--- config.mk ---
export PLATFORM = sky130hd
export DESIGN_NAME = lcd_spi_write
export DESIGN_NICKNAME = d
export VERILOG_FILES = /design/src/rtl/lcd_pkg.sv /design/src/rtl/lcd_spi_phase.sv /design/src/rtl/lcd_spi_write.sv
export SDC_FILE = /design/constraint.sdc
export NUM_CORES = 1
export LEC_CHECK = 0
export CAP_MARGIN = 30
export CORE_MARGIN = 3
export CORE_UTILIZATION = 29
export CTS_BUF_LIST = sky130_fd_sc_hd__clkbuf_4 sky130_fd_sc_hd__clkbuf_8
export DETAILED_ROUTE_END_ITERATION = 8
export PLACE_DENSITY = 0.46
export SKIP_CTS_REPAIR_TIMING = 1
export SYNTH_ARGS = -nofsm -noshare
export SYNTH_HDL_FRONTEND = slang
export SYNTH_HIERARCHICAL = 1
export SYNTH_SLANG_ARGS = --single-unit
export TNS_END_PERCENT = 20
--- constraint.sdc ---
create_clock -name sys_clk -period 1.8 [get_ports sys_clk]
set_input_delay 0.36 -clock sys_clk [delete_from_list [all_inputs] [get_ports sys_clk]]
set_output_delay 0.36 -clock sys_clk [all_outputs]
set_load 0.01 [all_outputs]
--- src/rtl/lcd_pkg.sv ---
// rtl/lcd_pkg.sv - shared word layout, idle word and SPI state encoding for the LCD write path
package lcd_pkg;

    localparam int LCD_WORD_W = 9;
    localparam int LCD_DC_BIT = 8;

    localparam logic [LCD_WORD_W-1:0] DATA_IDLE = 9'h100;

    typedef enum logic [1:0] {
        ST_IDLE  = 2'd0,
        ST_SHIFT = 2'd1,
        ST_DONE  = 2'd2,
        ST_GAP   = 2'd3
    } spi_state_e;

endpackage

--- src/rtl/lcd_spi_phase.sv ---
// rtl/lcd_spi_phase.sv - half-period counter producing SCLK rise/fall strobes every CLK_DIV cycles
module lcd_spi_phase #(
    parameter int CLK_DIV = 2
) (
    input  logic sys_clk,
    input  logic sys_rst_n,
    input  logic run_i,
    output logic rise_o,
    output logic fall_o
);

    localparam int CNT_W = $clog2(CLK_DIV) + 1;
    localparam logic [CNT_W-1:0] CNT_LAST = CNT_W'(CLK_DIV - 1);

    logic [CNT_W-1:0] cnt_q;
    logic             high_q;
    logic             half_end;

    assign half_end = run_i && (cnt_q == CNT_LAST);
    assign rise_o   = half_end && !high_q;
    assign fall_o   = half_end && high_q;

    // Counter and phase are parked at zero outside a transfer so every byte starts low.
    always_ff @(posedge sys_clk or negedge sys_rst_n) begin
        if (!sys_rst_n) begin
            cnt_q  <= '0;
            high_q <= 1'b0;
        end else if (!run_i) begin
            cnt_q  <= '0;
            high_q <= 1'b0;
        end else if (cnt_q == CNT_LAST) begin
            cnt_q  <= '0;
            high_q <= !high_q;
        end else begin
            cnt_q <= cnt_q + 1'b1;
        end
    end

endmodule

--- src/rtl/lcd_spi_write.sv ---
// rtl/lcd_spi_write.sv - ST7735 byte transmitter: SPI mode 0, MSB first, one wr_done pulse per byte
module lcd_spi_write
    import lcd_pkg::*;
#(
    parameter int CLK_DIV    = 2,
    parameter int GAP_CYCLES = 2
) (
    input  logic                  sys_clk,
    input  logic                  sys_rst_n,
    input  logic                  en_write,
    input  logic [LCD_WORD_W-1:0] data,
    output logic                  wr_done,
    output logic                  lcd_cs_n,
    output logic                  lcd_sclk,
    output logic                  lcd_mosi,
    output logic                  lcd_dc
);

    localparam int GAP_W = $clog2(GAP_CYCLES + 1);
    localparam logic [GAP_W-1:0] GAP_LAST = GAP_W'(GAP_CYCLES - 1);

    spi_state_e        state_q;
    logic [7:0]        shift_q;
    logic [2:0]        bit_q;
    logic [GAP_W-1:0]  gap_q;
    logic              wr_done_q;
    logic              cs_n_q;
    logic              sclk_q;
    logic              mosi_q;
    logic              dc_q;
    logic              run;
    logic              rise;
    logic              fall;

    assign run = (state_q == ST_SHIFT);

    lcd_spi_phase #(
        .CLK_DIV (CLK_DIV)
    ) u_phase (
        .sys_clk   (sys_clk),
        .sys_rst_n (sys_rst_n),
        .run_i     (run),
        .rise_o    (rise),
        .fall_o    (fall)
    );

    always_ff @(posedge sys_clk or negedge sys_rst_n) begin
        if (!sys_rst_n) begin
            state_q   <= ST_IDLE;
            shift_q   <= '0;
            bit_q     <= '0;
            gap_q     <= '0;
            wr_done_q <= 1'b0;
            cs_n_q    <= 1'b1;
            sclk_q    <= 1'b0;
            mosi_q    <= 1'b0;
            dc_q      <= 1'b0;
        end else begin
            case (state_q)
                ST_IDLE: begin
                    if (en_write) begin
                        shift_q <= data[LCD_DC_BIT-1:0];
                        dc_q    <= data[LCD_DC_BIT];
                        mosi_q  <= data[LCD_DC_BIT-1];
                        cs_n_q  <= 1'b0;
                        bit_q   <= '0;
                        state_q <= ST_SHIFT;
                    end
                end
                ST_SHIFT: begin
                    if (rise) begin
                        sclk_q <= 1'b1;
                    end else if (fall) begin
                        sclk_q <= 1'b0;
                        if (bit_q == 3'd7) begin
                            wr_done_q <= 1'b1;
                            cs_n_q    <= 1'b1;
                            state_q   <= ST_DONE;
                        end else begin
                            // Rotate rather than shift; the MSB slot is never driven again.
                            bit_q   <= bit_q + 1'b1;
                            mosi_q  <= shift_q[6];
                            shift_q <= {shift_q[6:0], shift_q[7]};
                        end
                    end
                end
                ST_DONE: begin
                    wr_done_q <= 1'b0;
                    gap_q     <= '0;
                    state_q   <= ST_GAP;
                end
                ST_GAP: begin
                    if (gap_q == GAP_LAST) begin
                        state_q <= ST_IDLE;
                    end else begin
                        gap_q <= gap_q + 1'b1;
                    end
                end
                default: state_q <= ST_IDLE;
            endcase
        end
    end

    assign wr_done  = wr_done_q;
    assign lcd_cs_n = cs_n_q;
    assign lcd_sclk = sclk_q;
    assign lcd_mosi = mosi_q;
    assign lcd_dc   = dc_q;

endmodule
### Word level (Yosys, flattened, before mapping)

Index checks and enable logic that the tools add are counted.

| storage, ports and cells | value |
|---|---|
| bits in registers | 23 |
| bits of input ports | 12 |
| output and inout bits | 5 |
| word-level logic and storage cells | 79 |

| operators by class | value |
|---|---|
| add/subtract/negate cells | 3 |
| equal/unequal tests | 14 |
| muxes and demuxes | 35 |
| reduce and logical (&&, ||, !) cells | 16 |

Operators with widths:

| cell | number |
|---|---|
| 8-bit 2-to-1 mux | 4 |
| 2-bit 2-to-1 mux | 8 |
| 2-bit != test, second input constant | 8 |
| 8-bit case mux with 2 select lines | 1 |
| 5-bit AND reduction | 3 |
| 1-bit 2-to-1 mux | 12 |
| 3-bit 2-to-1 mux | 4 |
| 2-bit case mux with 4 select lines | 1 |
| 2-bit nonzero test | 4 |
| 2-bit by 1-bit equality test with 1-bit output, second input constant | 3 |
| 1-bit case mux with 2 select lines | 3 |
| 3-bit case mux with 2 select lines | 1 |
| 2-bit AND reduction | 3 |
| 2-bit by 1-bit adder with 2-bit output, second input constant | 2 |
| 2-bit equality test, second input constant | 2 |
| 2-bit case mux with 2 select lines | 1 |
| 4-bit AND reduction | 1 |
| 3-bit by 1-bit adder with 3-bit output, second input constant | 1 |
| 3-bit equality test, second input constant | 1 |
| 1-bit logical AND | 3 |
| 2-bit logical NOT | 1 |
| 1-bit logical NOT | 1 |

### Longest topological paths before layout

| depth | value |
|---|---|
| depth in word-level cells | 6 |
| depth in mapped cells | 7 |
| depth with buffers taken out | 7 |

### By module

The synthesis kept the hierarchy.

Modules (own cells, without submodules):

| module | instances | cells an instance | area an instance (um^2) | sequential area each (um^2) |
|---|---|---|---|---|
| lcd_spi_write | 1 | 85 | 1068.5 | 476.7 |
| lcd_spi_phase | 1 | 11 | 125.1 | 75.1 |

### Worst setup path before layout

No wires, ideal clock.

| timing | value |
|---|---|
| kind | reg2reg |
| start point | reg state_q[1] |
| end point | reg shift_q[0] |
| library setup time | 125 ps |
| arrival | 1666 ps |
| data required time | 1675 ps |
| setup slack | 9 ps |
| stages on the path, launching flop included | 8 |
| period minus slack after synthesis | 1791 ps |
| cells stage by stage | dfrtp_1 > inv_1 > ha_1 > nand3b_1 > nor2_1 > nand4bb_4 > a21oi_4 > mux2_2 |

| between the ends | value |
|---|---|
| cells in the longest elaborated chain, start to end | 5 |
| elaborated cells between the ends (all ways) | 12 |
| classes of those cells | 5 x eq/ne; 1 x mux; 6 x reduce/logical |

RTL lines:

| element | RTL line | text |
|---|---|---|
| start, declared | lcd_spi_write.sv:22 | `spi_state_e state_q;` |
| start signal, assigned | lcd_spi_write.sv:49 | `state_q <= ST_IDLE;` |
| start signal, assigned | lcd_spi_write.sv:67 | `state_q <= ST_SHIFT;` |
| start signal, assigned | lcd_spi_write.sv:78 | `state_q <= ST_DONE;` |
| 2-bit by 1-bit equality test with 1-bit output | lcd_spi_write.sv:35 | `assign run = (state_q == ST_SHIFT);` |
| net run | lcd_spi_write.sv:31 | `logic run;` |
| 1-bit logical AND | lcd_spi_phase.sv:19 | `assign half_end = run_i && (cnt_q == CNT_LAST);` |
| 1-bit logical AND | lcd_spi_phase.sv:20 | `assign rise_o = half_end && !high_q;` |
| net rise | lcd_spi_write.sv:32 | `logic rise;` |
| 2-bit != test (no line) | - |  |
| 5-bit AND reduction (no line) | - |  |
| end signal, assigned | lcd_spi_write.sv:62 | `shift_q <= data[LCD_DC_BIT-1:0];` |
| end signal, assigned | lcd_spi_write.sv:83 | `shift_q <= {shift_q[6:0], shift_q[7]};` |
| end, declared | lcd_spi_write.sv:23 | `logic [7:0] shift_q;` |

The timed path passes the listed nets, and every way through them passes these cells.
A chain may end at the register's enable or synchronous reset.

### Final worst setup path

| timing | value |
|---|---|
| start point | reg state_q[0] |
| end point | reg state_q[1] |

| between the ends | value |
|---|---|
| cells in the longest elaborated chain, start to end | 5 |
| elaborated cells between the ends (all ways) | 14 |
| classes of those cells | 8 x eq/ne; 1 x mux; 5 x reduce/logical |

RTL lines:

| element | RTL line |
|---|---|
| 2-bit by 1-bit equality test with 1-bit output | lcd_spi_write.sv:35 |
| net run | lcd_spi_write.sv:31 |
| 1-bit logical AND | lcd_spi_phase.sv:19 |
| 1-bit logical AND | lcd_spi_phase.sv:20 |
| net rise | lcd_spi_write.sv:32 |
| 2-bit != test (no line) | - |
| 5-bit AND reduction (no line) | - |

The timed path passes the listed nets, and every way through them passes these cells.

==> impl_metrics.py <==
metrics = {
    "worst_setup_path": {
        "critPathTopFamily": "compound AO/OA/AOI/OAI gates",
        "r2r_end": "state_q[1]$_DFFE_PN0P_",
        "slowest_delay_ns": 0.43,
        "crit_buf_inv": 1,
        "critPathRequiredTime_ns": 1.96,
        "r2r_cells": 7,
        "cpMostUsedCell": "nand3b_1",
        "path_cells": "ha_4, nand3b_1, nor2_1, buf_4, nand3b_1, a211o_1, a32o_1",
        "cp-end-kind": "register",
        "r2r_setup_slack_ns": 0.01,
        "slowest_stage": "dfrtp_1",
        "worstPathArrival_ns": 1.94,
        "critPathLaunchType": "register",
        "path_class": "register to register",
        "reg2reg_from": "state_q[0]$_DFFE_PN0P_",
        "cp_max_fo": 5,
    },
    "logic_synthesis": {
        "syn_avg_cell_area_um2": 12.4,
        "postSynthCellCount": 96,
        "syn_nets": 115,
        "synth_edf_count": 0,
        "ys.flop_type": "dfrtp_1",
        "yosysSeqAreaShare_pct": 46.2,
        "synth_area_um2": 1190,
        "ys_types": 31,
        "synth-seq-cells": 22,
        "async_reset_ff_share_pct": 100,
        "synth_warnings": 6,
    },
    "clocking": {
        "cts_made_buffers": 3,
        "cts.sink_count": 22,
        "clk_latency_ns": 0.26,
        "cts_max_level": 1,
        "cts_tree": "built",
        "cts_buffer_depth": 2,
        "root_buffer": "clkbuf_8",
        "path_clk_slew_ns": 0.09,
    },
    "power_and_ir_drop": {
        "ir_worst_vdd_mv": 0.506,
        "p_leak_nw": 0.740,
        "p_per_area_nw_per_um2": 1580,
        "finalPower_mw": 2.58,
    },
    "global_routing": {
        "grt_pass1_wl_mm": 3.93,
        "grt_pass1_vias": 878,
        "grt_start_max_net_pins": 23,
        "grtUsageTotal_pct": 9.84,
        "antenna_found_initial": 0,
        "grt_overflow": 0,
    },
    "cells_and_area": {
        "fill_cells": 384,
        "num-nets-final": 151,
        "stdcell_count": 179,
        "multi_input_area_um2": 644,
        "fin_util_pct": 43.0,
        "seq_area_um2": 552,
        "syn_to_final_growth_pct": 36.9,
        "antennaDiodeCount": 0,
        "drive_gt1_share_pct": 35.9,
    },
    "drt": {
        "via_count": 810,
        "postRouteAntennaNets": 0,
        "drc": 0,
        "routed_wl_mm": 2.30,
        "first_pass_iters": 4,
        "drt_iter0_markers": 28,
        "via_per_inst": 4.53,
        "wl_per_cell_um": 12.9,
    },
    "timing": {
        "hold_viol_final": 0,
        "slew_headroom_pct": 80.6,
        "worst_slew_pin_slew_ns": 0.291,
        "grt_setup_unrepaired": "true",
        "min_period_ns": 1.79,
        "setup_viol": 0,
        "fin_crit_sh_pct": 99.3,
        "max_clock_freq_mhz": 559,
        "drv_slew": 0,
        "skew_ns": 0.00190,
        "finalWorstSetupSlack_ns": 0.0120,
    },
    "die": {
        "io_pins": 17,
        "die_y_um": 70.2,
        "fp.dieW_um": 70.2,
        "die_area_um2": 4920,
        "core_area_um2": 3800,
        "row_count": 22,
        "initial_utilization_pct": 31.4,
    },
    "run": {
        "max_cap_viol_count": 0,
    },
    "placed_design": {
        "dpl.cell_count": 173,
        "gp_congestion": 0.703,
        "pre_cts_ws_ns": -0.146,
        "hpwl_mm": 1.67,
        "io_buffers": 16,
    },
    "status": {
        "status": "completed",
    },
    "min_path": {
        "hp-class": "primary input to async pin",
    },
}
==> sequential cells by signal, indices dropped and copies added, names as in the netlist <==
name,cells
bit_q,3
wr_done,1
u_phase/high_q,1
u_phase/cnt_q,2
shift_q,8
state_q,2
lcd_dc,1
gap_q,2
lcd_cs_n,1
lcd_sclk,1
==> worst max path at each step <==
stage / start / to / slack, ns / cells after the start
CTS: state_q[0]$_DFFE_PN0P_ / shift_q[3]$_DFFE_PN0P_ / -0.17 / 6
global placement: state_q[0]$_DFFE_PN0P_ / shift_q[6]$_DFFE_PN0P_ / -0.11 / 6
floorplan: state_q[1]$_DFFE_PN0P_ / shift_q[0]$_DFFE_PN0P_ / 0.009 / 7
detailed placement: state_q[0]$_DFFE_PN0P_ / shift_q[3]$_DFFE_PN0P_ / -0.15 / 6
finish: state_q[0]$_DFFE_PN0P_ / state_q[1]$_DFFE_PN0P_ / 0.01 / 7
global route: state_q[0]$_DFFE_PN0P_ / state_q[1]$_DFFE_PN0P_ / -0.06 / 7
==> per-stage QoR <==
stage	instance area, um^2	setup TNS (ns)	hold slack, ns
after floorplan	1190	0	0.0644
after global placement	1500	-0.864	0.458
after detailed placement	1500	-1.25	0.455
after CTS	1560	-1.47	0.456
after global routing	1630	-0.326	0.464
final	1630	0	0.448
==> cells by family (layout without fill, tap and decap cells) <==
| logic type | Yosys count | count (layout) | synth area share [%] |
|---|---|---|---|
| AOI/OAI and AO/OA | 14 | 14 | 9.23 |
| xor gates and xnor gates | 1 | 1 | 0.734 |
| adders and majority gates | 7 | 7 | 7.34 |
| buffers and inverters | 8 | 43 | 3.98 |
| DFF | 22 | 22 | 46.2 |
| muxes | 22 | 22 | 20.2 |
| and+or+nand+nor | 22 | 22 | 12.3 |
==> per-layer routing <==
layer | track usage [%] | vias up | part of all wire (%)
li1 | - | 409 | -
met1 | 11.6 | 381 | 48
met2 | 17.5 | 18 | 47
met3 | 2.73 | 2 | 4.8
met4 | 2.55 | 0 | 0.56
met5 | 0 | - | 0
==> cell usage in the layout, fill, tap and decap left out, types with 2 or more instances in the layout <==
cell             netlist  final
a21oi_1                2      2
a22o_1                 2      2
and2b_1                2      2
buf_4                  0     16
clkbuf_8               1      4
clkdlybuf4s50_1        0     16
dfrtp_1               21     21
ha_1                   7      5
inv_1                  6      5
mux2_2                17      9
mux2_4                 0      8
mux2i_1                5      5
nand2_1                4      4
nand2b_1               3      3
nand3b_1               2      2
nor2_1                 4      4
o21ai_0                3      3
==> cell type report <==
cell class,instances,share of cell area [%]
Clock buffer,4,3.37
Inverter,6,1.38
Multi-Input combinational cell,66,39.4
Sequential cell,22,33.8
Tap cell,48,3.68
Timing Repair Buffer,33,18.4
==> power breakdown <==
part           total (mW)  internal [mW]  switching [mW]
Clock               0.367          0.195           0.171
Sequential          0.832          0.704           0.128
Combinational        1.38          0.834           0.547
==> synthesized netlist by cell type (all sizes together) (3+ instances only) <==
library cell | count | area (um^2)
nor2 | 4 | 15.0
mux2i | 5 | 50.1
nand2b | 3 | 18.8
o21ai | 3 | 15.0
nand2 | 4 | 15.0
inv | 6 | 22.5
dfrtp | 21 | 526
mux2 | 17 | 191
ha | 7 | 87.6
a21oi | 3 | 26.3
==> worst reg2reg max path, cell delays in order, from the launching register on <==
cell,delay [ns]
dfrtp_1,0.43
ha_4,0.20
nand3b_1,0.12
nor2_1,0.07
buf_4,0.14
nand3b_1,0.20
a211o_1,0.31
a32o_1,0.21
Power figures use the tool's default switching activity.
